### config.mk
export PLATFORM = sky130hd
export DESIGN_NAME = mem_stage_flat
export DESIGN_NICKNAME = d
export VERILOG_FILES = /design/src/rtl/mem_stage_if.sv /design/src/rtl/mem_stage.sv /design/src/flat_wrapper.sv
export SDC_FILE = /design/constraint.sdc
export NUM_CORES = 2
export LEC_CHECK = 0
export CAP_MARGIN = 0
export CORE_MARGIN = 1.5
export CORE_UTILIZATION = 42
export CTS_BUF_LIST = sky130_fd_sc_hd__clkbuf_8
export DETAILED_ROUTE_END_ITERATION = 6
export MAX_ROUTING_LAYER = met4
export SLEW_MARGIN = 30
export SYNTH_ARGS = -nofsm -noshare
export SYNTH_HDL_FRONTEND = slang
export SYNTH_SLANG_ARGS = --single-unit
### constraint.sdc
create_clock -name clk -period 5.3 [get_ports clk]
set_input_delay 0.795 -clock clk [delete_from_list [all_inputs] [get_ports clk]]
set_output_delay 0.795 -clock clk [all_outputs]
set_load 0.01 [all_outputs]
### src/rtl/mem_stage_if.sv
// Execute-to-memory stage bus: EX/MEM inputs from execute and MEM/WB-side results back out.
// The master modport is the upstream/observer side; the slave modport belongs to mem_stage.
interface mem_stage_if;
  logic [15:0] Controll_Signals_In;
  logic [3:0]  OpCode_In;
  logic [15:0] AluResult_In;
  logic [15:0] Store_Data_In;
  logic [3:0]  Rd_In;
  logic [15:0] Controll_Signals_Out;
  logic [3:0]  OpCode_Out;
  logic [15:0] EXMEMData;
  logic [15:0] WB_Data_Out;
  logic [15:0] MemData_Out;
  logic [3:0]  Rd_Out;
  logic        RegWrite_Out;
  logic        Mem_Stall;

  modport master (
    output Controll_Signals_In, OpCode_In, AluResult_In, Store_Data_In, Rd_In,
    input  Controll_Signals_Out, OpCode_Out, EXMEMData, WB_Data_Out, MemData_Out,
           Rd_Out, RegWrite_Out, Mem_Stall
  );

  modport slave (
    input  Controll_Signals_In, OpCode_In, AluResult_In, Store_Data_In, Rd_In,
    output Controll_Signals_Out, OpCode_Out, EXMEMData, WB_Data_Out, MemData_Out,
           Rd_Out, RegWrite_Out, Mem_Stall
  );
endinterface

### src/rtl/mem_stage.sv
// Memory-access pipeline stage: EX/MEM register, multi-cycle data memory and access FSM.
// Loads/stores hold the stage for MEM_LATENCY cycles via Mem_Stall; other instructions pass in one.
module mem_stage #(
  parameter int unsigned ADDR_W      = 8,
  parameter int unsigned MEM_LATENCY = 2
) (
  input  logic       clk,
  input  logic       rest,
  mem_stage_if.slave bus
);
  localparam int unsigned DATA_W = 16;
  localparam int unsigned CTRL_W = 16;
  localparam int unsigned OP_W   = 4;
  localparam int unsigned RD_W   = 4;
  localparam int unsigned CNT_W  = 4;
  localparam int unsigned DEPTH  = 1 << ADDR_W;
  localparam logic [CNT_W-1:0] LAST_CNT = CNT_W'(MEM_LATENCY - 1);
  localparam bit SINGLE_CYCLE = (MEM_LATENCY == 1);

  typedef enum logic {IDLE, BUSY} state_t;

  state_t             state_q;
  logic [CNT_W-1:0]   cnt_q;
  logic [CTRL_W-1:0]  ctrl_q;
  logic [OP_W-1:0]    op_q;
  logic [DATA_W-1:0]  alu_q;
  logic [DATA_W-1:0]  store_q;
  logic [RD_W-1:0]    rd_q;
  logic [DATA_W-1:0]  mem_q [DEPTH];

  logic               mem_op_c;
  logic               final_c;
  logic               stall_c;
  logic               store_c;
  logic               load_c;
  logic [ADDR_W-1:0]  addr_c;
  logic [DATA_W-1:0]  rdata_c;

  // Access decode: a read+write word is treated as a store
  assign mem_op_c = ctrl_q[12] | ctrl_q[11];
  assign final_c  = mem_op_c & (((state_q == IDLE) && SINGLE_CYCLE) ||
                                ((state_q == BUSY) && (cnt_q == LAST_CNT)));
  assign stall_c  = mem_op_c & ~final_c;
  assign store_c  = ctrl_q[11] & final_c;
  assign load_c   = ctrl_q[12] & ~ctrl_q[11] & final_c;
  assign addr_c   = alu_q[ADDR_W-1:0];
  assign rdata_c  = load_c ? mem_q[addr_c] : '0;

  // EX/MEM pipeline register, frozen while the access is in progress
  always_ff @(posedge clk or negedge rest) begin
    if (!rest) begin
      ctrl_q  <= '0;
      op_q    <= '0;
      alu_q   <= '0;
      store_q <= '0;
      rd_q    <= '0;
    end else if (!stall_c) begin
      ctrl_q  <= bus.Controll_Signals_In;
      op_q    <= bus.OpCode_In;
      alu_q   <= bus.AluResult_In;
      store_q <= bus.Store_Data_In;
      rd_q    <= bus.Rd_In;
    end
  end

  // Access FSM: cnt tracks elapsed cycles of the current access
  always_ff @(posedge clk or negedge rest) begin
    if (!rest) begin
      state_q <= IDLE;
      cnt_q   <= '0;
    end else begin
      case (state_q)
        IDLE: begin
          if (mem_op_c && !SINGLE_CYCLE) begin
            state_q <= BUSY;
            cnt_q   <= CNT_W'(1);
          end
        end
        BUSY: begin
          if (cnt_q == LAST_CNT) begin
            state_q <= IDLE;
            cnt_q   <= '0;
          end else begin
            cnt_q <= cnt_q + CNT_W'(1);
          end
        end
        default: begin
          state_q <= IDLE;
          cnt_q   <= '0;
        end
      endcase
    end
  end

  // Data array is never reset; a reset clears ctrl_q, so no store can commit
  always_ff @(posedge clk) begin
    if (store_c) begin
      mem_q[addr_c] <= store_q;
    end
  end

  assign bus.Controll_Signals_Out = ctrl_q;
  assign bus.OpCode_Out           = op_q;
  assign bus.EXMEMData            = alu_q;
  assign bus.Rd_Out               = rd_q;
  assign bus.MemData_Out          = rdata_c;
  assign bus.WB_Data_Out          = ctrl_q[13] ? rdata_c : alu_q;
  assign bus.RegWrite_Out         = ctrl_q[15] & ~stall_c;
  assign bus.Mem_Stall            = stall_c;
endmodule

### src/flat_wrapper.sv
// flat-port wrapper written by rule: the top's interface ports become plain ports
module mem_stage_flat 
#(
  parameter int unsigned ADDR_W      = 8,
  parameter int unsigned MEM_LATENCY = 2
)
  (clk, rest, bus_Controll_Signals_In, bus_OpCode_In, bus_AluResult_In, bus_Store_Data_In, bus_Rd_In, bus_Controll_Signals_Out, bus_OpCode_Out, bus_EXMEMData, bus_WB_Data_Out, bus_MemData_Out, bus_Rd_Out, bus_RegWrite_Out, bus_Mem_Stall);
  mem_stage_if bus_i ();
  input  logic clk;
  input  logic rest;
  input wire logic [$bits(bus_i.Controll_Signals_In)-1:0] bus_Controll_Signals_In;
  input wire logic [$bits(bus_i.OpCode_In)-1:0] bus_OpCode_In;
  input wire logic [$bits(bus_i.AluResult_In)-1:0] bus_AluResult_In;
  input wire logic [$bits(bus_i.Store_Data_In)-1:0] bus_Store_Data_In;
  input wire logic [$bits(bus_i.Rd_In)-1:0] bus_Rd_In;
  output wire logic [$bits(bus_i.Controll_Signals_Out)-1:0] bus_Controll_Signals_Out;
  output wire logic [$bits(bus_i.OpCode_Out)-1:0] bus_OpCode_Out;
  output wire logic [$bits(bus_i.EXMEMData)-1:0] bus_EXMEMData;
  output wire logic [$bits(bus_i.WB_Data_Out)-1:0] bus_WB_Data_Out;
  output wire logic [$bits(bus_i.MemData_Out)-1:0] bus_MemData_Out;
  output wire logic [$bits(bus_i.Rd_Out)-1:0] bus_Rd_Out;
  output wire logic [$bits(bus_i.RegWrite_Out)-1:0] bus_RegWrite_Out;
  output wire logic [$bits(bus_i.Mem_Stall)-1:0] bus_Mem_Stall;
  assign bus_i.Controll_Signals_In = bus_Controll_Signals_In;
  assign bus_i.OpCode_In = bus_OpCode_In;
  assign bus_i.AluResult_In = bus_AluResult_In;
  assign bus_i.Store_Data_In = bus_Store_Data_In;
  assign bus_i.Rd_In = bus_Rd_In;
  assign bus_Controll_Signals_Out = bus_i.Controll_Signals_Out;
  assign bus_OpCode_Out = bus_i.OpCode_Out;
  assign bus_EXMEMData = bus_i.EXMEMData;
  assign bus_WB_Data_Out = bus_i.WB_Data_Out;
  assign bus_MemData_Out = bus_i.MemData_Out;
  assign bus_Rd_Out = bus_i.Rd_Out;
  assign bus_RegWrite_Out = bus_i.RegWrite_Out;
  assign bus_Mem_Stall = bus_i.Mem_Stall;
  mem_stage #(.ADDR_W(ADDR_W), .MEM_LATENCY(MEM_LATENCY)) u_core (.clk(clk), .rest(rest), .bus(bus_i));
endmodule
==> run_summary.xml <==
<?xml version="1.0" encoding="UTF-8"?>
<metrics>
  <group name="placement">
    <metric name="routabilityCongestion" unit="">0.860</metric>
    <metric name="post_dp_cell_area" unit="um^2">172000</metric>
    <metric name="detailedPlace.worstSlack" unit="ns">-0.472</metric>
    <metric name="port-buffer-count" unit="">131</metric>
    <metric name="dpl_hpwl" unit="mm">266</metric>
  </group>
  <group name="outcome">
    <metric name="status" unit="">finished with violations</metric>
    <metric name="violations" unit="">setup timing</metric>
  </group>
  <group name="sta">
    <metric name="finalClockSkew" unit="ns">0.0651</metric>
    <metric name="worst_slew_margin_rel" unit="%">30.1</metric>
    <metric name="maxClockFrequency" unit="GHz">0.176</metric>
    <metric name="rsz0062_at_grt" unit="">yes</metric>
    <metric name="final_min_period_over_clock_period" unit="%">107</metric>
    <metric name="report.final.hold_viol_count" unit="">0</metric>
    <metric name="period_needed" unit="ns">5.69</metric>
    <metric name="timing_max_transition_violations_final" unit="">0</metric>
    <metric name="final_critical_path_setup_slack" unit="ns">-0.394</metric>
    <metric name="finalSetupViolCount" unit="">32</metric>
    <metric name="tightestPinTransition" unit="ns">1.05</metric>
  </group>
  <group name="final_layout">
    <metric name="layout-drive-gt1-share" unit="%">31.3</metric>
    <metric name="synthToLayoutAreaGrowth" unit="%">17.9</metric>
    <metric name="layout.cell_area.non_filler" unit="um^2">189000</metric>
    <metric name="fin_nets" unit="">8797</metric>
  </group>
  <group name="clock_tree">
    <metric name="htreeDepth" unit="">6</metric>
    <metric name="clk_transition_reported_paths" unit="ns">0.06</metric>
    <metric name="tritoncts_clock_tree" unit="">yes</metric>
    <metric name="number_of_buffers_created_by_cts" unit="">668</metric>
    <metric name="cts.sinks" unit="">4157</metric>
    <metric name="ctsLongestPathBuffers" unit="">4</metric>
    <metric name="clk_latency" unit="ns">1.25</metric>
    <metric name="clock-root-buffer" unit="">sky130_fd_sc_hd__clkbuf_8</metric>
  </group>
  <group name="yosys">
    <metric name="synth_cells" unit="">7502</metric>
    <metric name="synth_seq_cells" unit="">4157</metric>
    <metric name="synth.lib_cells_used.distinct" unit="">64</metric>
    <metric name="netlist_area_pre_place" unit="um^2">160000</metric>
    <metric name="yosys_warnings" unit="">0</metric>
    <metric name="number_of_flops_mapped_to_enable_cells_by_yosys" unit="">4096</metric>
    <metric name="ys.flop_type" unit="">sky130_fd_sc_hd__edfxtp_1</metric>
    <metric name="ys_async_sr_fraction" unit="%">1.47</metric>
    <metric name="synthTopCellsByCount" unit="">sky130_fd_sc_hd__edfxtp_1, sky130_fd_sc_hd__mux4_2, sky130_fd_sc_hd__mux2i_1</metric>
    <metric name="synth_area_leaders" unit="">sky130_fd_sc_hd__edfxtp_1, sky130_fd_sc_hd__mux4_2, sky130_fd_sc_hd__mux2i_1</metric>
    <metric name="synthDominantAreaCellType" unit="">sky130_fd_sc_hd__edfxtp_1</metric>
    <metric name="yosys.area.top_type_share" unit="%">76.9</metric>
    <metric name="yosys.cell_count.top_type" unit="">sky130_fd_sc_hd__edfxtp_1</metric>
    <metric name="post_synth.cell_area_avg" unit="um^2">21.3</metric>
    <metric name="synth_nets" unit="">7562</metric>
    <metric name="ys_seq_area_share" unit="%">77.9</metric>
  </group>
  <group name="grt">
    <metric name="grt_antenna_before_repair" unit="">15</metric>
    <metric name="pin_count_of_the_biggest_net_entering_global_routing" unit="">198</metric>
    <metric name="grt_usage" unit="%">23.2</metric>
    <metric name="number_of_global_route_vias_before_repair" unit="">82300</metric>
    <metric name="grt_first_pass_wirelength" unit="mm">618</metric>
    <metric name="gr-total-overflow" unit="">0</metric>
  </group>
  <group name="floorplan">
    <metric name="io_pins" unit="">132</metric>
    <metric name="num_rows" unit="">226</metric>
    <metric name="placeableCoreArea" unit="um^2">379000</metric>
    <metric name="die_width" unit="um">620</metric>
    <metric name="initial_utilization" unit="%">42.2</metric>
    <metric name="floorplan.die_area" unit="um^2">384000</metric>
    <metric name="dieHeight" unit="um">620</metric>
  </group>
  <group name="worst_setup_path">
    <metric name="type_of_the_worst_setup_path" unit="">reg -&gt; out</metric>
    <metric name="reg2reg_depth" unit="">10</metric>
    <metric name="slowest_stage" unit="">sky130_fd_sc_hd__nand4_1</metric>
    <metric name="worst_path_most_repeated_cell" unit="">sky130_fd_sc_hd__buf_4</metric>
    <metric name="arrival" unit="ns">4.90</metric>
    <metric name="cp_slowest_stage_delay" unit="ns">0.57</metric>
    <metric name="critical_path.startpoint_type" unit="">register</metric>
    <metric name="cp_max_fo" unit="">4</metric>
    <metric name="worst_setup_path_end_kind" unit="">primary output</metric>
    <metric name="critical_path_cell_by_cell" unit="">buf_4 -&gt; buf_16 -&gt; mux4_2 -&gt; mux2i_4 -&gt; o22ai_1 -&gt; a31oi_1 -&gt; buf_4 -&gt; nand4_1 -&gt; nor3b_2 -&gt; buf_4 -&gt; buf_6 -&gt; a2111oi_4 -&gt; buf_2</metric>
    <metric name="cp.required" unit="ns">4.51</metric>
  </group>
  <group name="route">
    <metric name="detail-route-antenna-nets" unit="">0</metric>
    <metric name="route.vias.total" unit="">83200</metric>
    <metric name="routed_wl" unit="mm">443</metric>
    <metric name="drcViolationCount" unit="">0</metric>
    <metric name="detail_route.vias_per_cell" unit="">5.83</metric>
    <metric name="pre_antenna_drt_iters" unit="">6</metric>
    <metric name="avgRoutedWirePerCell" unit="um">31.1</metric>
    <metric name="drt-initial-drc-count" unit="">9905</metric>
  </group>
  <group name="pwr">
    <metric name="p_per_area" unit="nW/um^2">571</metric>
    <metric name="power.ir.vdd_worst" unit="mV">0.383</metric>
    <metric name="p_leak" unit="uW">0.0618</metric>
  </group>
  <group name="worst_hold_path">
    <metric name="worst_hold_path.num_cells" unit="">3</metric>
    <metric name="hold_path_class" unit="">in -&gt; reg</metric>
  </group>
  <group name="run">
    <metric name="drv_cap" unit="">0</metric>
  </group>
</metrics>
cells in the final DEF (no fill, tap or decap), types with 27 or more instances in the layout:
master	n
sky130_fd_sc_hd__a21oi_1	32
sky130_fd_sc_hd__a221oi_1	56
sky130_fd_sc_hd__a22o_1	31
sky130_fd_sc_hd__a22oi_1	138
sky130_fd_sc_hd__a22oi_2	42
sky130_fd_sc_hd__a31oi_1	31
sky130_fd_sc_hd__buf_12	98
sky130_fd_sc_hd__buf_16	52
sky130_fd_sc_hd__buf_4	655
sky130_fd_sc_hd__buf_6	67
sky130_fd_sc_hd__clkbuf_8	676
sky130_fd_sc_hd__clkdlybuf4s50_1	98
sky130_fd_sc_hd__clkinv_1	145
sky130_fd_sc_hd__clkinv_2	37
sky130_fd_sc_hd__dfrtp_1	38
sky130_fd_sc_hd__edfxtp_1	4096
sky130_fd_sc_hd__inv_1	258
sky130_fd_sc_hd__mux2_2	56
sky130_fd_sc_hd__mux2i_1	592
sky130_fd_sc_hd__mux4_2	772
sky130_fd_sc_hd__nand2_1	134
sky130_fd_sc_hd__nand3_1	117
sky130_fd_sc_hd__nor2_1	271
sky130_fd_sc_hd__o211ai_1	41
sky130_fd_sc_hd__o21ai_0	66
sky130_fd_sc_hd__o221a_2	27
sky130_fd_sc_hd__o22a_1	27
sky130_fd_sc_hd__o22ai_1	43
per-stage QoR:
step	util (%)	total power [uW]	instances	hold WS (ns)	TNS, ns
final	49.8	108000	14300	0.134	-6.52
after global routing	49.8	111000	14300	0.0741	-8.70
after floorplan	-	62300	7502	0.452	0
after CTS	49.3	106000	14200	0.0192	-7.52
after global placement	45.3	77400	12900	0.473	-2.10
after detailed placement	45.3	78100	12900	0.487	-1.31
worst paths after layout:
| kind | start | slack (ns) | end |
|---|---|---|---|
| max | u_core.bus.EXMEMData[0] | -0.39 | bus_WB_Data_Out[6] |
| min | bus_Controll_Signals_In[12] | 0.13 | u_core.bus.Controll_Signals_Out[12] |
| max reg2reg | u_core.cnt_q[1] | 0.81 | u_core.mem_q[188][11] |
| min reg2reg | u_core.cnt_q[3] | 0.49 | u_core.cnt_q[3] |
| max in group asynchronous | rest | 3.95 | u_core.bus.EXMEMData[2] |
| min in group asynchronous | rest | 0.14 | u_core.bus.OpCode_Out[0] |
critical path: cells and delay by family (launching register included):
family,cells,cell delay (ns)
simple gates,2,1.04
buf+inv,6,0.95
mux,2,0.83
flops,1,0.49
compound gates,3,0.35
report_power, final:
| part | internal (uW) | leakage (uW) | switching [uW] |
|---|---|---|---|
| clock network | 12300 | 0.00689 | 12600 |
| logic | 15800 | 0.0175 | 23800 |
| registers | 41500 | 0.0375 | 1660 |
cells by family (layout without fill, tap and decap cells):
group	Yosys count	in the layout	share of synthesized area, %
flops	4157	4157	77.9
simple gates	682	682	1.88
fa+ha+maj	2	2	0.0157
mux	1433	1433	15.1
compound gates	759	759	3.57
buf+inv	469	2199	1.58
other cells	0	15	0
routing by layer:
layer / global-route usage [%] / up-vias / share of wire (%)
li1: - / 34200 / -
met5: - / - / 0
met2: 35.7 / 3882 / 48
met1: 31.6 / 44500 / 41
met4: 7.48 / 0 / 3.1
met3: 4.01 / 582 / 7.9
final cells by class:
class,count,area [um^2]
fill,30300,190000
inverter,14,58.8
tap,5016,6280
multi-input combinational,2876,35000
sequential,4157,125000
antenna,15,37.5
timing repair buffer,1020,10800
clock inverter,489,2450
clock buffer,676,9300
flip-flops by register name, indices dropped and copies added, names as in the netlist:
name,count
u_core.bus.Controll_Signals_Out,16
u_core.bus.Rd_Out,4
u_core.bus.EXMEMData,16
u_core.cnt_q,4
u_core.state_q,1
u_core.bus.OpCode_Out,4
u_core.mem_q,4096
u_core.store_q,16
repair_timing:
item                                    CTS  global route
endpoints found under the setup margin   32            32
buffers inserted                        103            69
endpoints found under the hold margin    32             0
pin swaps                                87           101
cloned                                   26             9
gates resized for setup                 450           211
hold buffers                              1             0
(Power assumes the default switching activity.)
